[config.mk]
export PLATFORM = sky130hd
export DESIGN_NAME = core_fetch_prefetch
export DESIGN_NICKNAME = d
export VERILOG_FILES = /design/src/rtl/core_fetch_prefetch_pkg.sv /design/src/rtl/core_fetch_prefetch_fifo.sv /design/src/rtl/core_fetch_prefetch.sv
export SDC_FILE = /design/constraint.sdc
export NUM_CORES = 1
export LEC_CHECK = 0
export CELL_PAD_IN_SITES_DETAIL_PLACEMENT = 1
export CELL_PAD_IN_SITES_GLOBAL_PLACEMENT = 2
export CORE_ASPECT_RATIO = 0.6
export CORE_UTILIZATION = 40
export CTS_BUF_LIST = sky130_fd_sc_hd__clkbuf_4 sky130_fd_sc_hd__clkbuf_8 sky130_fd_sc_hd__clkbuf_16
export DETAILED_ROUTE_END_ITERATION = 7
export GPL_TIMING_DRIVEN = 0
export PLACE_DENSITY_LB_ADDON = 0.1
export SETUP_SLACK_MARGIN = 0.4
export SYNTH_ARGS = -nofsm -noshare
export SYNTH_HDL_FRONTEND = slang
export SYNTH_SLANG_ARGS = --single-unit
[constraint.sdc]
create_clock -name clk -period 5.85 [get_ports clk]
set_clock_uncertainty 0.15 [all_clocks]
set_input_delay 1.17 -clock clk [delete_from_list [all_inputs] [get_ports clk]]
set_output_delay 1.17 -clock clk [all_outputs]
set_load 0.02 [all_outputs]
[src/rtl/core_fetch_prefetch_pkg.sv]
// =============================================================================
// Module : core_fetch_prefetch_pkg
// Brief  : Shared fetch-stage types: word address, data word, prefetch entry.
// Rev    : 1.0  initial release
// =============================================================================
`default_nettype none

package core_fetch_prefetch_pkg;

  typedef logic [29:0] ptr;
  typedef logic [31:0] word;

  typedef struct packed {
    word  insn;
    ptr   pc;
    logic abort;
  } fetch_entry;

  // Word addresses wrap modulo 2^30.
  function automatic ptr ptr_next(input ptr p);
    return p + 30'd1;
  endfunction

endpackage

`default_nettype wire

[src/rtl/core_fetch_prefetch_fifo.sv]
// =============================================================================
// Module : core_fetch_fifo
// Brief  : DEPTH-entry circular buffer of fetch entries; zeroed head when empty.
// Rev    : 1.0  initial release
// =============================================================================
`default_nettype none

module core_fetch_fifo
  import core_fetch_prefetch_pkg::*;
#(
  parameter int DEPTH = 4
) (
  input  logic                   clk,
  input  logic                   rst_n,
  input  logic                   clear,
  input  logic                   push,
  input  fetch_entry             push_entry,
  input  logic                   pop,
  output logic [$clog2(DEPTH):0] count,
  output logic                   head_valid,
  output fetch_entry             head
);

  localparam int PW = $clog2(DEPTH);
  localparam int CW = PW + 1;

  fetch_entry       mem [DEPTH];
  logic [PW-1:0]    rd_ptr;
  logic [PW-1:0]    wr_ptr;
  logic             do_push;
  logic             do_pop;

  assign head_valid = (count != '0);
  assign do_push    = push && !clear;
  assign do_pop     = pop && head_valid && !clear;
  assign head       = head_valid ? mem[rd_ptr] : '0;

  always_ff @(posedge clk) begin
    if (do_push) begin
      mem[wr_ptr] <= push_entry;
    end
  end

  always_ff @(posedge clk or negedge rst_n) begin
    if (!rst_n) begin
      rd_ptr <= '0;
      wr_ptr <= '0;
      count  <= '0;
    end else if (clear) begin
      rd_ptr <= '0;
      wr_ptr <= '0;
      count  <= '0;
    end else begin
      if (do_push) wr_ptr <= wr_ptr + PW'(1);
      if (do_pop)  rd_ptr <= rd_ptr + PW'(1);
      count <= count + CW'(do_push) - CW'(do_pop);
    end
  end

endmodule

`default_nettype wire

[src/rtl/core_fetch_prefetch.sv]
// =============================================================================
// Module : core_fetch_prefetch
// Brief  : Instruction fetch with single-outstanding bus request, prefetch FIFO
//          and redirect flush. Optional counters under CORE_FETCH_PERF_EN.
// Rev    : 1.0  initial release
// =============================================================================
`default_nettype none

module core_fetch_prefetch
  import core_fetch_prefetch_pkg::*;
#(
  parameter int DEPTH = 4
) (
  input  logic        clk,
  input  logic        rst_n,
  input  logic        halt,
  input  logic        flush,
  input  ptr          target,
  output logic        bus_start,
  output ptr          bus_addr,
  input  logic        bus_ready,
  input  word         bus_data,
  input  logic        bus_fault,
  output logic        insn_valid,
  input  logic        insn_take,
  output word         insn,
  output ptr          insn_pc,
  output logic        insn_abort,
  output logic [31:0] perf_fetched,
  output logic [31:0] perf_discarded
);

  localparam int CW = $clog2(DEPTH) + 1;

  ptr              fetch_pc;
  logic            in_flight;
  logic            discard;
  logic [CW-1:0]   count;
  logic            req;
  logic            push;
  logic            pop;
  fetch_entry      push_entry;
  fetch_entry      head;

  always_comb begin
    req  = !in_flight && !discard && !halt && !flush &&
           ((count + CW'(in_flight)) < CW'(DEPTH));
    push = in_flight && bus_ready && !discard && !flush;
    pop  = insn_valid && insn_take && !flush;
    push_entry = '{insn: bus_data, pc: bus_addr, abort: bus_fault};
  end

  always_ff @(posedge clk or negedge rst_n) begin
    if (!rst_n) begin
      bus_start <= 1'b0;
      bus_addr  <= '0;
      fetch_pc  <= '0;
      in_flight <= 1'b0;
      discard   <= 1'b0;
    end else begin
      bus_start <= req;
      if (req) begin
        bus_addr  <= fetch_pc;
        fetch_pc  <= ptr_next(fetch_pc);
        in_flight <= 1'b1;
      end
      // A response landing with the flush is dropped outright; otherwise the
      // still-pending response must be swallowed when it arrives.
      if (flush) begin
        fetch_pc  <= target;
        in_flight <= in_flight && !bus_ready;
        discard   <= in_flight && !bus_ready;
      end else if (in_flight && bus_ready) begin
        in_flight <= 1'b0;
        discard   <= 1'b0;
      end
    end
  end

  core_fetch_fifo #(
    .DEPTH (DEPTH)
  ) u_fifo (
    .clk        (clk),
    .rst_n      (rst_n),
    .clear      (flush),
    .push       (push),
    .push_entry (push_entry),
    .pop        (pop),
    .count      (count),
    .head_valid (insn_valid),
    .head       (head)
  );

  assign insn       = head.insn;
  assign insn_pc    = head.pc;
  assign insn_abort = head.abort;

`ifdef CORE_FETCH_PERF_EN
  // An already-stale in-flight word was counted at the flush that staled it.
  always_ff @(posedge clk or negedge rst_n) begin
    if (!rst_n) begin
      perf_fetched   <= '0;
      perf_discarded <= '0;
    end else begin
      perf_fetched <= perf_fetched + 32'(push);
      if (flush) begin
        perf_discarded <= perf_discarded + 32'(count) + 32'(in_flight && !discard);
      end
    end
  end
`else
  assign perf_fetched   = '0;
  assign perf_discarded = '0;
`endif

endmodule

`default_nettype wire

==> results.yml <==
yosys:
  syn_inst: 847
  synth_area_leader_cell: "edfxtp_1"
  ys_seq_area_frac: 0.6979
  synth_top_family_by_area: "multiplexers"
  synth_warnings: 0
  synthXorXnorAreaFrac: 0.003936
  synthSimpleGateAreaFrac: 0.1023
  async_reset_ff_frac: 0.2174
  yosys-top-cells-area: "edfxtp_1, dfrtp_1, mux4_2"
  synth_compound_area_frac: 0.03120
  syn-cell-area_mm2: 0.01335
  synth_fa_ha_area_frac: 0.008058
  postSynthAreaPerCell_um2: 15.76
  yosysMostFrequentCell: "edfxtp_1"
  synth_top_area_share: 0.5667
  ys_seq_elements: 322
  synth_common_cells: "edfxtp_1, nand2_1, and2_1, dfrtp_1, buf_4"
  synth_flop_cell: "edfxtp_1"
  synthMuxAreaShare: 0.1063
  synth_edf_count: 252
  yosysUniqueCellTypes: 42
sta:
  period_share: 0.7761
  timing.fmax_mhz: 220.2
  slew_viol_final: 0
  finalHoldViolCount: 0
  tightest_slew_ns: 0.9769
  rsz0062_at_grt: "no"
  setup-tns-final_ns: 0
  min_period_ns: 4.540
  postLayoutSetupSlackWorst_ns: 1.310
  relSlewSlack: 0.3488
  setup_viol: 0
global_routing:
  grt_pass1_vias: 8208
  track_usage: 0.1959
  grt_max_degree: 60
  met3_usage: 0.03189
  grt_pass1_wl_mm: 50.00
  grt_use_met1: 0.2962
  busiest_layer: "met2"
  grt-ovfl-total: 0
  antenna_found_initial: 0
  met2_usage: 0.3022
floorplanning:
  fp.coreArea_mm2: 0.03261
  rows: 51
  start_util: 0.4095
  die_height_um: 143.5
  dieArea_mm2: 0.03414
  io-pin-count: 228
  floorplan.die.width_um: 237.9
cts:
  cts_hold_buf: 0
  tritoncts: "built"
  cts_buffer_depth: 3
  cts-resized-gates: 0
  cts.htree.levels: 1
  cts_buffers: 30
  cts.sinks: 322
  root_buffer: "clkbuf_16"
  clkSlewWorstSetupHoldPaths_ns: 0.06
  clk_latency_ns: 0.56
  post_cts_buffers: 0
pwr:
  power_uw: 6983
  p_int_uw: 4849
  p_per_area_mw_per_mm2: 412.2
  pwr-share-seq: 0.424
  irDropWorstVdd_mv: 0.2599
  p_leak_uw: 0.006177
  p_comb_frac: 0.287
  swShare: 0.3056
  power.switching_uw: 2134
  clkPwrFrac: 0.288
placement:
  io_buffers: 162
  gp_congestion: 0.7980
  placed_cell_area_mm2: 0.01592
  pre_cts_ws_ns: 1.020
  dp_hpwl_mm: 22.60
  placed_cells: 1527
worst_setup_path:
  path_class: "flip-flop to primary output"
  ff2ff_setup_slack_ns: 2.91
  reg2reg_from: "u_fifo.count[1]"
  rr_endpoint: "u_fifo.count[2]"
  worstPathMaxFanout: 10
  worstPathRequired_ns: 4.53
  slowest_delay_ns: 0.55
  worstPathCellList: "clkbuf_1 > buf_2 > mux4_2 > and2_1 > clkdlybuf4s50_1"
  crit_slowest_cell: "mux4_2"
  end_kind: "primary output"
  reg2reg_depth: 12
  critPathLaunchType: "flip-flop"
  cp.arrival_ns: 3.22
drt:
  wl_per_cell_um: 20.74
  via_count: 7809
  drc: 0
  wl_mm: 32.83
  drt_iter0_markers: 415
  antenna_left: 0
  drtPass1Iterations: 5
  viasPerCell: 4.933
run_status:
  run_status: "complete, no violations"
layout:
  stdcell_area_mm2: 0.01694
  fin_cells: 1583
  antenna_cells: 0
  syn2layout_area_growth_pct: 26.88
  drive_gt1_frac: 0.1827
  fin_nets: 1186
worst_hold_path:
  hold_class: "input port to async pin"
run:
  drv_cap: 0
## flip-flops by register name, summed over array words and instances, names as in the netlist
name,count
u_fifo.wr_ptr,2
u_fifo.mem,252
discard,1
u_fifo.rd_ptr,2
bus_addr,30
bus_start,1
in_flight,1
u_fifo.count,3
fetch_pc,30
## layout by cell type, fill, tap and decap left out, types with 3 or more instances in the layout
cell             instances
clkdlybuf4s50_1        161
and4_1                   3
conb_1                  64
or3_4                    3
clkbuf_4                10
buf_16                   5
mux4_2                  63
and2_4                   4
nor2_1                  19
o211ai_1                18
buf_2                    6
clkbuf_1                29
clkinvlp_4               3
bufinv_16                3
dfrtp_1                 70
o311ai_0                 9
xnor2_1                  3
a21oi_1                  6
clkinv_2                 5
nand3_1                 20
inv_1                    8
xor2_1                   3
nor3_1                   3
o21ai_0                 11
nand2_1                134
or3_1                    6
buf_4                   66
clkbuf_16               31
nand4_1                  6
or4_1                    3
edfxtp_1               252
and2_1                  66
ha_1                     7
and3_1                   6
## routing by layer
| layer | share of wire | wire (um) |
|---|---|---|
| met2 | 0.45 | 14870 |
| met4 | 0.012 | 398 |
| met1 | 0.49 | 16200 |
| met3 | 0.041 | 1360 |
| met5 | 0 | 0 |
## worst max path at each step
stage                     cells past startpoint           endpoint  slack [ns]              from
final                                         5        insn_pc[18]        1.31  u_fifo.rd_ptr[0]
after global routing                          5        insn_pc[17]        1.06  u_fifo.rd_ptr[0]
after CTS                                     5        insn_pc[18]        1.16  u_fifo.rd_ptr[0]
after detailed placement                     12    u_fifo.count[2]        1.02             flush
after global placement                        4  u_fifo.mem[1][34]        0.15         bus_ready
after floorplan                               3   u_fifo.mem[0][0]        2.06             flush
## cells by family (layout without fill, tap and decap cells)
family,after synthesis,in the layout
xor+xnor,6,6
simple gates,279,279
buf+inv,111,334
compound gates,57,57
other cells,1,64
mux,63,63
flops,322,322
fa+ha+maj,8,8
## final cells by class
| cell class | count | area, um2 |
|---|---|---|
| inverter | 9 | 33.78 |
| sequential | 322 | 9319 |
| clock buffer | 43 | 878.3 |
| fill | 3206 | 15670 |
| clock inverter | 13 | 145.1 |
| timing repair buffer | 167 | 1757 |
| multi-input combinational | 477 | 3612 |
| tap | 450 | 563.0 |
| buffer | 102 | 634.4 |
## power by group through the flow
stage          Sequential (uW)  Clock [uW]  Combinational, uW
6_report                  2960        2010               2010
5_1_grt                   3000        2150               2170
4_1_cts                   2970        2060               2050
3_5_place_dp              3010           0               2040
3_3_place_gp              3010           0               2020
2_1_floorplan             3040           0               1010
## critical path, delay by kind of cell (launching register included)
| family | cells | cell delay, ns |
|---|---|---|
| simple gates | 1 | 0.22 |
| mux | 1 | 0.55 |
| buf+inv | 3 | 1.55 |
| flops | 1 | 0.35 |
## through the flow
stage	util	hold WS, ns
after floorplan	-	0.3031
after global placement	0.4838	0.3437
after detailed placement	0.4882	0.3558
after CTS	0.5196	0.2875
after global routing	0.5196	0.2986
final	0.5196	0.3087
Power figures use the tool's default switching activity.
